==> src/rtl/mips_cpu_mult_div_if.sv <==
// Request/response bundle between the ALU control stage and the mult/div unit.
interface mips_cpu_mult_div_if #(
  parameter int WIDTH = 32
);
  logic             start;
  logic [2:0]       op;
  logic [WIDTH-1:0] a;
  logic [WIDTH-1:0] b;
  logic             busy;
  logic             done;
  logic [WIDTH-1:0] hi;
  logic [WIDTH-1:0] lo;
  logic [WIDTH-1:0] rdata;

  modport master (
    output start, op, a, b,
    input  busy, done, hi, lo, rdata
  );

  modport slave (
    input  start, op, a, b,
    output busy, done, hi, lo, rdata
  );
endinterface

==> src/rtl/mips_cpu_mult_div.sv <==
// Iterative multiply/divide unit owning HI/LO. One bit per cycle:
// shift-add multiply, restoring shift-subtract divide, sign fix-up at the end.
module mips_cpu_mult_div #(
  parameter int WIDTH = 32
) (
  input  logic                clk,
  input  logic                reset_n,
  mips_cpu_mult_div_if.slave  bus
);

  localparam int CW = $clog2(WIDTH + 1);

  localparam logic [2:0] OP_MTHI = 3'b100;
  localparam logic [2:0] OP_MTLO = 3'b101;
  localparam logic [2:0] OP_MFHI = 3'b110;
  localparam logic [2:0] OP_MFLO = 3'b111;

  typedef enum logic [1:0] {S_IDLE, S_PREP, S_ITER, S_FIX} state_e;

  state_e             state_q, state_d;
  logic               is_signed_q, is_signed_d;
  logic               is_mult_q, is_mult_d;
  logic [WIDTH-1:0]   a_q, a_d;          // raw operands as issued
  logic [WIDTH-1:0]   b_q, b_d;
  logic [WIDTH-1:0]   m_q, m_d;          // multiplicand or divisor magnitude
  logic [2*WIDTH-1:0] acc_q, acc_d;      // {product} or {remainder, quotient}
  logic [CW-1:0]      cnt_q, cnt_d;
  logic               neg_q, neg_d;      // product / quotient sign
  logic               rem_neg_q, rem_neg_d;
  logic [WIDTH-1:0]   hi_q, hi_d;
  logic [WIDTH-1:0]   lo_q, lo_d;
  logic               done_q, done_d;

  logic [WIDTH-1:0]   a_mag, b_mag;
  logic [WIDTH:0]     add_sum;
  logic [WIDTH:0]     div_trial;
  logic [WIDTH:0]     div_diff;
  logic [2*WIDTH-1:0] prod_fix;

  // Operand magnitudes and the per-bit add / trial-subtract datapath.
  always_comb begin
    a_mag     = (is_signed_q && a_q[WIDTH-1]) ? -a_q : a_q;
    b_mag     = (is_signed_q && b_q[WIDTH-1]) ? -b_q : b_q;
    add_sum   = {1'b0, acc_q[2*WIDTH-1:WIDTH]} + {1'b0, (acc_q[0] ? m_q : {WIDTH{1'b0}})};
    div_trial = acc_q[2*WIDTH-1:WIDTH-1];
    // Top bit set means the trial went negative: restore (keep trial).
    div_diff  = div_trial - {1'b0, m_q};
    prod_fix  = neg_q ? -acc_q : acc_q;
  end

  // Next-state and datapath updates for the IDLE/PREP/ITER/FIX sequence.
  always_comb begin
    // NOTE: every variable gets a default first so no path leaves it unassigned (no latch).
    state_d     = state_q;
    is_signed_d = is_signed_q;
    is_mult_d   = is_mult_q;
    a_d         = a_q;
    b_d         = b_q;
    m_d         = m_q;
    acc_d       = acc_q;
    cnt_d       = cnt_q;
    neg_d       = neg_q;
    rem_neg_d   = rem_neg_q;
    hi_d        = hi_q;
    lo_d        = lo_q;
    done_d      = 1'b0;

    unique case (state_q)
      S_IDLE: begin
        if (bus.start) begin
          if (!bus.op[2]) begin
            a_d         = bus.a;
            b_d         = bus.b;
            is_signed_d = bus.op[1];
            is_mult_d   = bus.op[0];
            state_d     = S_PREP;
          end else if (bus.op == OP_MTHI) begin
            hi_d = bus.a;
          end else if (bus.op == OP_MTLO) begin
            lo_d = bus.a;
          end
        end
      end
      S_PREP: begin
        neg_d     = is_signed_q & (a_q[WIDTH-1] ^ b_q[WIDTH-1]);
        rem_neg_d = is_signed_q & a_q[WIDTH-1];
        m_d       = is_mult_q ? a_mag : b_mag;
        acc_d     = {{WIDTH{1'b0}}, (is_mult_q ? b_mag : a_mag)};
        cnt_d     = CW'(WIDTH);
        state_d   = S_ITER;
      end
      S_ITER: begin
        if (is_mult_q) begin
          acc_d = {add_sum, acc_q[WIDTH-1:1]};
        end else if (div_diff[WIDTH]) begin
          acc_d = {div_trial[WIDTH-1:0], acc_q[WIDTH-2:0], 1'b0};
        end else begin
          acc_d = {div_diff[WIDTH-1:0], acc_q[WIDTH-2:0], 1'b1};
        end
        cnt_d = cnt_q - CW'(1);
        if (cnt_q == CW'(1)) state_d = S_FIX;
      end
      S_FIX: begin
        if (is_mult_q) begin
          {hi_d, lo_d} = prod_fix;
        end else if (b_q == '0) begin
          hi_d = a_q;
          lo_d = {WIDTH{1'b1}};
        end else begin
          lo_d = neg_q     ? -acc_q[WIDTH-1:0]       : acc_q[WIDTH-1:0];
          hi_d = rem_neg_q ? -acc_q[2*WIDTH-1:WIDTH] : acc_q[2*WIDTH-1:WIDTH];
        end
        done_d  = 1'b1;
        state_d = S_IDLE;
      end
      default: state_d = S_IDLE;
    endcase
  end

  // State and datapath registers; reset aborts any operation in flight.
  always_ff @(posedge clk or negedge reset_n) begin
    // NOTE: the datapath registers are reset too, so an aborted op leaves no stale operands behind.
    if (!reset_n) begin
      state_q     <= S_IDLE;
      is_signed_q <= 1'b0;
      is_mult_q   <= 1'b0;
      a_q         <= '0;
      b_q         <= '0;
      m_q         <= '0;
      acc_q       <= '0;
      cnt_q       <= '0;
      neg_q       <= 1'b0;
      rem_neg_q   <= 1'b0;
      hi_q        <= '0;
      lo_q        <= '0;
      done_q      <= 1'b0;
    end else begin
      // NOTE: non-blocking here so every register samples the pre-edge values.
      state_q     <= state_d;
      is_signed_q <= is_signed_d;
      is_mult_q   <= is_mult_d;
      a_q         <= a_d;
      b_q         <= b_d;
      m_q         <= m_d;
      acc_q       <= acc_d;
      cnt_q       <= cnt_d;
      neg_q       <= neg_d;
      rem_neg_q   <= rem_neg_d;
      hi_q        <= hi_d;
      lo_q        <= lo_d;
      done_q      <= done_d;
    end
  end

  // MFHI/MFLO read path, purely combinational on the requested op.
  always_comb begin
    bus.rdata = '0;
    if (bus.op == OP_MFHI) bus.rdata = hi_q;
    else if (bus.op == OP_MFLO) bus.rdata = lo_q;
  end

  assign bus.busy = (state_q != S_IDLE);
  assign bus.done = done_q;
  assign bus.hi   = hi_q;
  assign bus.lo   = lo_q;

endmodule

==> src/flat_wrapper.sv <==
// flat-port wrapper written by rule: the top's interface ports become plain ports
module mips_cpu_mult_div_flat 
#(
  parameter int WIDTH = 32
)
  (clk, reset_n, bus_start, bus_op, bus_a, bus_b, bus_busy, bus_done, bus_hi, bus_lo, bus_rdata);
  mips_cpu_mult_div_if #(.WIDTH(WIDTH)) bus_i ();
  input  logic clk;
  input  logic reset_n;
  input wire logic [$bits(bus_i.start)-1:0] bus_start;
  input wire logic [$bits(bus_i.op)-1:0] bus_op;
  input wire logic [$bits(bus_i.a)-1:0] bus_a;
  input wire logic [$bits(bus_i.b)-1:0] bus_b;
  output wire logic [$bits(bus_i.busy)-1:0] bus_busy;
  output wire logic [$bits(bus_i.done)-1:0] bus_done;
  output wire logic [$bits(bus_i.hi)-1:0] bus_hi;
  output wire logic [$bits(bus_i.lo)-1:0] bus_lo;
  output wire logic [$bits(bus_i.rdata)-1:0] bus_rdata;
  assign bus_i.start = bus_start;
  assign bus_i.op = bus_op;
  assign bus_i.a = bus_a;
  assign bus_i.b = bus_b;
  assign bus_busy = bus_i.busy;
  assign bus_done = bus_i.done;
  assign bus_hi = bus_i.hi;
  assign bus_lo = bus_i.lo;
  assign bus_rdata = bus_i.rdata;
  mips_cpu_mult_div #(.WIDTH(WIDTH)) u_core (.clk(clk), .reset_n(reset_n), .bus(bus_i));
endmodule
==> config.mk <==
export PLATFORM = sky130hd
export DESIGN_NAME = mips_cpu_mult_div_flat
export DESIGN_NICKNAME = d
export VERILOG_FILES = /design/src/rtl/mips_cpu_mult_div_if.sv /design/src/rtl/mips_cpu_mult_div.sv /design/src/flat_wrapper.sv
export SDC_FILE = /design/constraint.sdc
export NUM_CORES = 1
export LEC_CHECK = 0
export BUFFER_PORTS_ARGS = -buffer_cell sky130_fd_sc_hd__buf_4
export CORE_ASPECT_RATIO = 1.5
export CORE_MARGIN = 3
export CORE_UTILIZATION = 61
export DETAILED_ROUTE_END_ITERATION = 12
export PLACE_DENSITY = 0.81
export SYNTH_ARGS = -nofsm -noshare
export SYNTH_HDL_FRONTEND = slang
export SYNTH_SLANG_ARGS = --single-unit
export TNS_END_PERCENT = 30
==> constraint.sdc <==
create_clock -name clk -period 4.7 [get_ports clk]
set_clock_uncertainty 0.05 [all_clocks]
set_input_delay 0.235 -clock clk [delete_from_list [all_inputs] [get_ports clk]]
set_output_delay 0.235 -clock clk [all_outputs]
set_load 0.05 [all_outputs]
# Word level (Yosys, flattened, before mapping)
# Cells that the tools add are included.
# op_classes
add_sub_neg	8
eq_ne	15
n_mux	32
n_bitwise	4
reduce_logical	11
# op_table
cell	n
two-way mux 32 bit	20
two-way mux 64 bit	3
negation 32 bit	4
one-hot mux 32 bit (2 select lines)	2
one-hot mux 64 bit (2 select lines)	1
negation 64 bit	1
adder 32 x 32 -> 33 bit	1
subtractor 33 x 32 -> 33 bit	1
zero test 32 bit	1
equality test 3 bit, second input constant	4
one-hot mux 6 bit (2 select lines)	1
inequality test 2 bit, second input constant	4
one-hot mux 2 bit (4 select lines)	1
equality test 6 x 1 -> 1 bit, second input constant	1
two-way mux 2 bit	3
inequality test 2 x 1 -> 1 bit, second input constant	3
AND reduction 3 bit	2
nonzero test 2 bit	3
subtractor 6 x 1 -> 6 bit, second input constant	1
AND reduction 5 bit	1
equality test 2 bit, second input constant	2
AND reduction 4 bit	1
AND 1 bit	2
equality test 2 x 1 -> 1 bit, second input constant	1
5 further kinds	6
# word_totals
reg_bits	237
inputBits	70
output_inout_bits	98
word_cells	83

# Longest topological paths before layout
# Gate-level depths: netlist of run 1.
# depth
depth_word	6
depth_mapped	15
depth_no_buf	14

# Worst setup path before layout of run 1
# Ideal clock, no wire load.
# synth_timing
kind	reg2reg
startpoint	register u_core.acc_q[31]
endpoint	register u_core.acc_q[50]
setup_time_ps	126
arrival_time_ps	3204
required_time_ps	4524
setup_slack_ps	1320
path_stages_with_launch	15
cell_sequence	dfrtp_1 inv_1 ha_1 fa_1 nor2b_1 o211ai_1 a31oi_1 o41ai_2 a211o_1 a21bo_1 xnor2_1 buf_2 mux2i_1 nor2_1 a221o_1
# synth_via
elab_chain_len	4
# synth_lines
element	line	rtl
start, declared	mips_cpu_mult_div.sv:26	logic [2*WIDTH-1:0] acc_q, acc_d;
start signal, assigned	mips_cpu_mult_div.sv:130	acc_q <= '0;
start signal, assigned	mips_cpu_mult_div.sv:145	acc_q <= acc_d;
subtractor 33 x 32 -> 33 bit	mips_cpu_mult_div.sv:47	div_diff = div_trial - {1'b0, m_q};
two-way mux 64 bit	mips_cpu_mult_div.sv:95	end else if (div_diff[WIDTH]) begin
two-way mux 64 bit	mips_cpu_mult_div.sv:93	if (is_mult_q) begin
one-hot mux 64 bit (2 select lines)	mips_cpu_mult_div.sv:68	unique case (state_q)
# Every way passes these cells.
# A chain may end at the register's enable or synchronous reset.

# Worst setup path in the final report of run 1
# layout_timing
startpoint	register u_core.acc_q[32]
endpoint	register u_core.acc_q[62]
# layout_via
elab_chain_len	4
# layout_lines
element	line
subtractor 33 x 32 -> 33 bit	mips_cpu_mult_div.sv:47
two-way mux 64 bit	mips_cpu_mult_div.sv:95
two-way mux 64 bit *	mips_cpu_mult_div.sv:93
one-hot mux 64 bit (2 select lines) *	mips_cpu_mult_div.sv:68
# Every way passes the cells marked *; elsewhere a longest branch is shown, timed or not.

==> results of run 1 <==
worst paths after layout:
path | endpoint | start | cells after the start
worst min register to register | u_core.bus.lo[6]$_DFFE_PN0P_ | u_core.bus.lo[6]$_DFFE_PN0P_ | 2
worst max-delay path | u_core.acc_q[62]$_DFFE_PN0P_ | u_core.acc_q[32]$_DFFE_PN0P_ | 14
worst min-delay path | u_core.b_q[5]$_DFFE_PN0P_ | reset_n | 2
min in group clk | u_core.state_q[1]$_DFFE_PN0P_ | bus_start | 4
worst max register to register | u_core.acc_q[62]$_DFFE_PN0P_ | u_core.acc_q[32]$_DFFE_PN0P_ | 14
max in group asynchronous | u_core.b_q[22]$_DFFE_PN0P_ | reset_n | 3
state kept, by name (all words and copies together), names as in the netlist:
signal              count
u_core.bus.done         1
u_core.bus.lo          32
u_core.cnt_q            6
u_core.bus.hi          32
u_core.neg_q            1
u_core.state_q          2
u_core.rem_neg_q        1
u_core.acc_q           64
u_core.b_q             32
u_core.is_mult_q        1
u_core.m_q             32
u_core.is_signed_q      1
u_core.a_q             32
timing repair:
item / CTS / global route
hold buffers: 67 / 0
buffers inserted: 0 / 0
endpoints found under the hold margin: 196 / 0
final cells by class:
class | count | share of cell area, %
Clock buffer | 33 | 3.31
Clock inverter | 13 | 0.703
Inverter | 84 | 1.45
Multi-Input combinational cell | 1706 | 55.0
Sequential cell | 237 | 27.3
Tap cell | 395 | 2.27
Timing Repair Buffer | 262 | 9.92
routing by layer:
layer  routed length [um]  part of all wire [%]
met1                24000                    34
met2                33200                    47
met3                 6060                   8.6
met4                 7430                    11
met5                   28                 0.040
cells in the mapped netlist, drive strengths merged, types with 24 or more instances:
master  count
inv        84
xnor2     127
mux4       28
a21o       32
nor2      224
a22o       36
o31ai      27
mux2       73
nand3      24
xor2       77
o22ai      39
ha         74
buf        32
dfrtp     237
clkbuf    104
nand2     212
a21oi     127
o21ai     202
nor3       34
mux2i      63
critical path, cell delays in order, from the launching register on:
cell      delay [ns]
dfrtp_1         0.53
inv_1           0.19
fa_1            0.48
nor2b_1         0.18
o211ai_1        0.14
a31oi_1         0.36
o41ai_2         0.09
buf_4           0.18
a211o_1         0.30
a21bo_1         0.21
xnor2_2         0.24
buf_4           0.41
nand2_1         0.32
nor3b_1         0.26
or3_1           0.13
cell families after synthesis:
family / count (synthesis) / share of synthesized area (%)
AND/OR/NAND/NOR: 645 / 16.3
AO/OA/AOI/OAI: 617 / 21.4
flip-flops: 237 / 31.7
buffers and inverters: 220 / 4.63
XOR/XNOR: 204 / 9.56
multiplexers: 164 / 11.1
adder cells (fa/ha/maj): 76 / 5.17
through the flow:
step | hold slack, ns | util, % | std cells | cell area (um^2) | setup slack (ns)
2_1_floorplan | -0.111 | - | 2163 | 18700 | 1.32
3_3_place_gp | 0.234 | 67.6 | 2617 | 20200 | 0.737
3_5_place_dp | 0.240 | 67.6 | 2617 | 20200 | 0.647
4_1_cts | 0.199 | 72.7 | 2730 | 21700 | 0.615
5_1_grt | 0.271 | 72.7 | 2730 | 21700 | 0.333
6_report | 0.223 | 72.7 | 2730 | 21700 | 0.545
==> metrics, run 1 <==
status complete, no violations; leading post-synthesis cells by cell area dfrtp_1 (32%), xnor2_1 (5.9%), ha_1 (5.0%), nor2_1 (4.5%), mux2_2 (4.2%); CTS resizes 0; wire length per cell around 26 um; final setup fails 0; Routed WL 70800 um; Clock Latency Late Sink ~0.56 ns; hpwl dp 52100 um; Netlist cell types 86; critical path class reg2reg; first-pass GRT wire length 106000 um; fillers around 2300; crit share post-route 88.4%; Async S/R FF share, synth 100%; CTS Buf Count 26; Initial Util a little over three fifths; Avg Inst Size Synth 8.64 um^2; Seq/Total Area, Yosys 31.7%; cells after synthesis between 2000 and 2500; largest net degree at the start of global routing 104; grt met1 use 47.7%; GRT Residual Overflow 0; Reg clk slew, reported paths 0.07 ns; post-synthesis net count 2309; Reg2Reg Setup Slack 0.55 ns; Port Buf Inserts 167; synthesized flop and latch total 237; routed vias about 19000; WP data arrival 4.59 ns; vias in the first global route about 18000; register area roughly 6000 um^2; gp weighted congestion 1.04; final antenna-violating net count 0; DRC 0; Yosys top cell by area dfrtp_1; met2 usage 70.0%; Critical Path RT around 5.1 ns; First DRT Iteration DRCs about 1800; # diodes 0; Row Count 77; share of cells above drive strength 1 between 10% and 20%; commonest non-fill, non-tap cell in the layout dfrtp_1; CTS sink count 237; Most Crowded Layer GR met2; CTS H-tree lvls 1; GRT met3 Usage 6.52%; Die Area approximately 33000 um^2; Pins Over Slew Limit 0; io pins 168; Hold WC Path Type in2async; largest fanout on the critical path 28; Worst Tran Pin Value 1.24 ns; CP endpoint kind flop; top-area cell type share of the netlist area 31.7%; Die X between 100 and 150 um; first-pass detailed-route iteration total 8; GRT Util Overall 42.1%; Chip Height 220 um; commonest non-fill, non-tap cells in the layout dfrtp_1 (236), nor2_1 (222), nand2_1 (210); synthesized cell area 18700 um^2; Tmin final 4.15 ns; core area about 30000 um^2; Critical Path Source Type flop; RSZ-0062 raised after global routing no; fin nets 2463; max_slew headroom 17.7%; Final Hold Viols 0; area occupied by multi-input gates 12000 um^2; Synth Warn # 0; initial antenna violation count 3; average vias per placed instance between 6 and 7; post-route setup TNS 0 ns; EDFF count, synth 0; max-cap violations 0; maximum buffer depth of the clock tree 3; CTS tree done; Layout area overhead 16.2%; clock root cell clkbuf_16; top achievable clock speed 241 MHz; Synth Flop Type dfrtp_1
Power of run 1 is left out: the tool's default activity adds up to more than one toggle a clock period on the data nets, which glitch-free logic cannot reach.
==> inputs of run 2 (changes only) <==
--- a/config.mk
+++ b/config.mk
@@ -6,11 +6,13 @@
 export NUM_CORES = 1
 export LEC_CHECK = 0
 export BUFFER_PORTS_ARGS = -buffer_cell sky130_fd_sc_hd__buf_4
+export CELL_PAD_IN_SITES_DETAIL_PLACEMENT = 0
+export CELL_PAD_IN_SITES_GLOBAL_PLACEMENT = 1
 export CORE_ASPECT_RATIO = 1.5
 export CORE_MARGIN = 3
-export CORE_UTILIZATION = 61
+export CORE_UTILIZATION = 50
 export DETAILED_ROUTE_END_ITERATION = 12
-export PLACE_DENSITY = 0.81
+export PLACE_DENSITY_LB_ADDON = 0.1
 export SYNTH_ARGS = -nofsm -noshare
 export SYNTH_HDL_FRONTEND = slang
 export SYNTH_SLANG_ARGS = --single-unit
==> constraint.sdc (replaced) <==
create_clock -name clk -period 5.25 [get_ports clk]
set_clock_uncertainty 0.05 [all_clocks]
set_input_delay 0.2625 -clock clk [delete_from_list [all_inputs] [get_ports clk]]
set_output_delay 0.2625 -clock clk [all_outputs]
set_load 0.05 [all_outputs]
==> run 2 against run 1 <==
Compared with the run above:
- worst hold slack improved by 0.081 ns
- routed wire length up 3.4%
- cell count rose by 3.6%
- die area increased by 21%
- highest routed layer is now met4
- first-iteration DRC count is 17% lower
- final area rose by 1.1%
- worst setup slack improved by 0.27 ns
- critical path depth down 1
- core utilization is 13 points lower
- maximum frequency down 6.3%
==> metrics, run 2 (synthesis gave the netlist of run 1 again) <==
Port Buf Inserts 167 (unchanged); status complete, no violations (unchanged); GRT Residual Overflow 0 (unchanged); Tmin final 4.44 ns (was 4.15 ns); first-pass detailed-route iteration total 5 (was 8); max_slew headroom 14.7% (was 17.7%); final antenna-violating net count 0 (unchanged); largest register by flop count u_core.acc_q (unchanged); WHS Path Cells 4; initial antenna violation count 1 (was 3); final setup fails 0 (unchanged); largest fanout on the critical path 22 (was 28); Die Area 39800 um^2 (was 32800 um^2); CTS sink count 237 (unchanged); Layout area overhead 17.5% (was 16.2%); Initial Util 50.8% (was 62.6%); wire length per cell 25.9 um (about the same); core area 36800 um^2 (was 29900 um^2); post-route setup TNS 0 ns (unchanged); WP data arrival 4.83 ns (was 4.59 ns); CTS tree done (unchanged); routed vias 17700 (was 18600); Core Util, Final 59.7% (was 72.7%); top achievable clock speed 225 MHz (was 241 MHz); average vias per placed instance 6.28 (was 6.83); gp weighted congestion 0.995 (was 1.04); max-cap violations 0 (unchanged); max reg flops 64 (unchanged); io pins 168 (unchanged); first-pass GRT wire length 110000 um (was 106000 um); hpwl dp 55900 um (was 52100 um); Die X 164 um (was 149 um); commonest non-fill, non-tap cells in the layout dfrtp_1 (236), nor2_1 (222), nand2_1 (210) (unchanged); # diodes 0 (unchanged); Cell Area, Placed 20300 um^2 (was 20200 um^2); Pins Over Slew Limit 0 (unchanged); non-filler instance count after layout 2827 (was 2730); Worst Tran Pin Value 1.28 ns (was 1.24 ns); fillers 3345 (was 2283); First DRT Iteration DRCs 1514 (was 1829); Critical Path Source Type flop (unchanged); share of cells above drive strength 1 16.6% (was 16.3%); Worst Reg-to-Reg Cells 13 (was 14); vias in the first global route 17400 (was 17900); maximum buffer depth of the clock tree 3 (unchanged); commonest non-fill, non-tap cell in the layout dfrtp_1 (unchanged); Row Count 86 (was 77); Routed WL 73200 um (was 70800 um); Reg clk slew, reported paths 0.07 ns (about the same); setup bufs post-CTS 0 (unchanged); CP endpoint kind flop (unchanged); RSZ-0062 raised after global routing no (unchanged); DRC 0 (unchanged); Hold WC Path Type in2reg (was in2async); Final Hold Viols 0 (unchanged); largest net degree at the start of global routing 136 (was 104); critical path class reg2reg (unchanged); CTS H-tree lvls 1 (unchanged); CTS Buf Count 26 (unchanged); fin nets 2469 (was 2463); Clock Latency Late Sink 0.56 ns (about the same); crit share post-route 84.5% (was 88.4%); Critical Path RT 5.64 ns (was 5.13 ns); Placed Cells 2712 (was 2617); GRT Util Overall 36.3% (was 42.1%); clock root cell clkbuf_16 (unchanged); Chip Height 243 um (was 220 um); Design Area, Final 22000 um^2 (was 21700 um^2)
[run 2: what timing repair did]
| item | in CTS | in global routing |
|---|---|---|
| setup endpoints to repair | 0 | 0 |
| endpoints found under the hold margin | 204 | 0 |
| hold buffers | 67 | 0 |
| gates resized for setup | 0 | 0 |
[run 2: cell type report]
type | count | area, um^2 | share of cell area (%)
clock buffer | 36 | 759 | 3.46
clock inverter | 12 | 180 | 0.820
inverter | 84 | 315 | 1.44
multi-input combinational | 1706 | 12000 | 54.4
sequential | 237 | 5930 | 27.0
tap | 484 | 606 | 2.76
timing repair buffer | 268 | 2210 | 10.1
[run 2: per-layer routing]
layer  track usage [%]  wire length, um
met2              62.8            36600
met5                 0                0
met4              21.9             5630
met1              43.4            27100
met3              3.07             3900
[run 2: path summary, 6_finish.rpt]
kind	startpoint	endpoint	slack [ns]
min in group asynchronous	reset_n	u_core.bus.lo[2]$_DFFE_PN0P_	0.31
worst min register to register	u_core.bus.hi[10]$_DFFE_PN0P_	u_core.bus.hi[10]$_DFFE_PN0P_	0.47
worst max-delay path	u_core.acc_q[32]$_DFFE_PN0P_	u_core.acc_q[46]$_DFFE_PN0P_	0.81
max in group asynchronous	reset_n	u_core.b_q[24]$_DFFE_PN0P_	3.53
worst min-delay path	bus_start	u_core.state_q[1]$_DFFE_PN0P_	0.30
worst max register to register	u_core.acc_q[32]$_DFFE_PN0P_	u_core.acc_q[46]$_DFFE_PN0P_	0.81
[run 2: through the flow]
stage | setup slack (ns) | hold WS (ns)
floorplan | 1.87 | -0.0831
global placement | 0.851 | 0.313
detailed placement | 0.863 | 0.317
CTS | 0.849 | 0.280
global route | 0.600 | 0.371
finish | 0.814 | 0.304
[run 2: worst max-delay path, cell delays in order, from the launching register on]
cell      delay, ns
dfrtp_1        0.49
inv_1          0.18
fa_1           0.51
nor2b_1        0.20
o211ai_1       0.14
a31oi_1        0.41
o41ai_2        0.19
a211o_1        0.34
a21bo_1        0.21
xnor2_2        0.54
buf_4          0.45
mux2i_1        0.25
nor3_1         0.06
a211o_1        0.28
Power of run 2 is left out for the same reason.
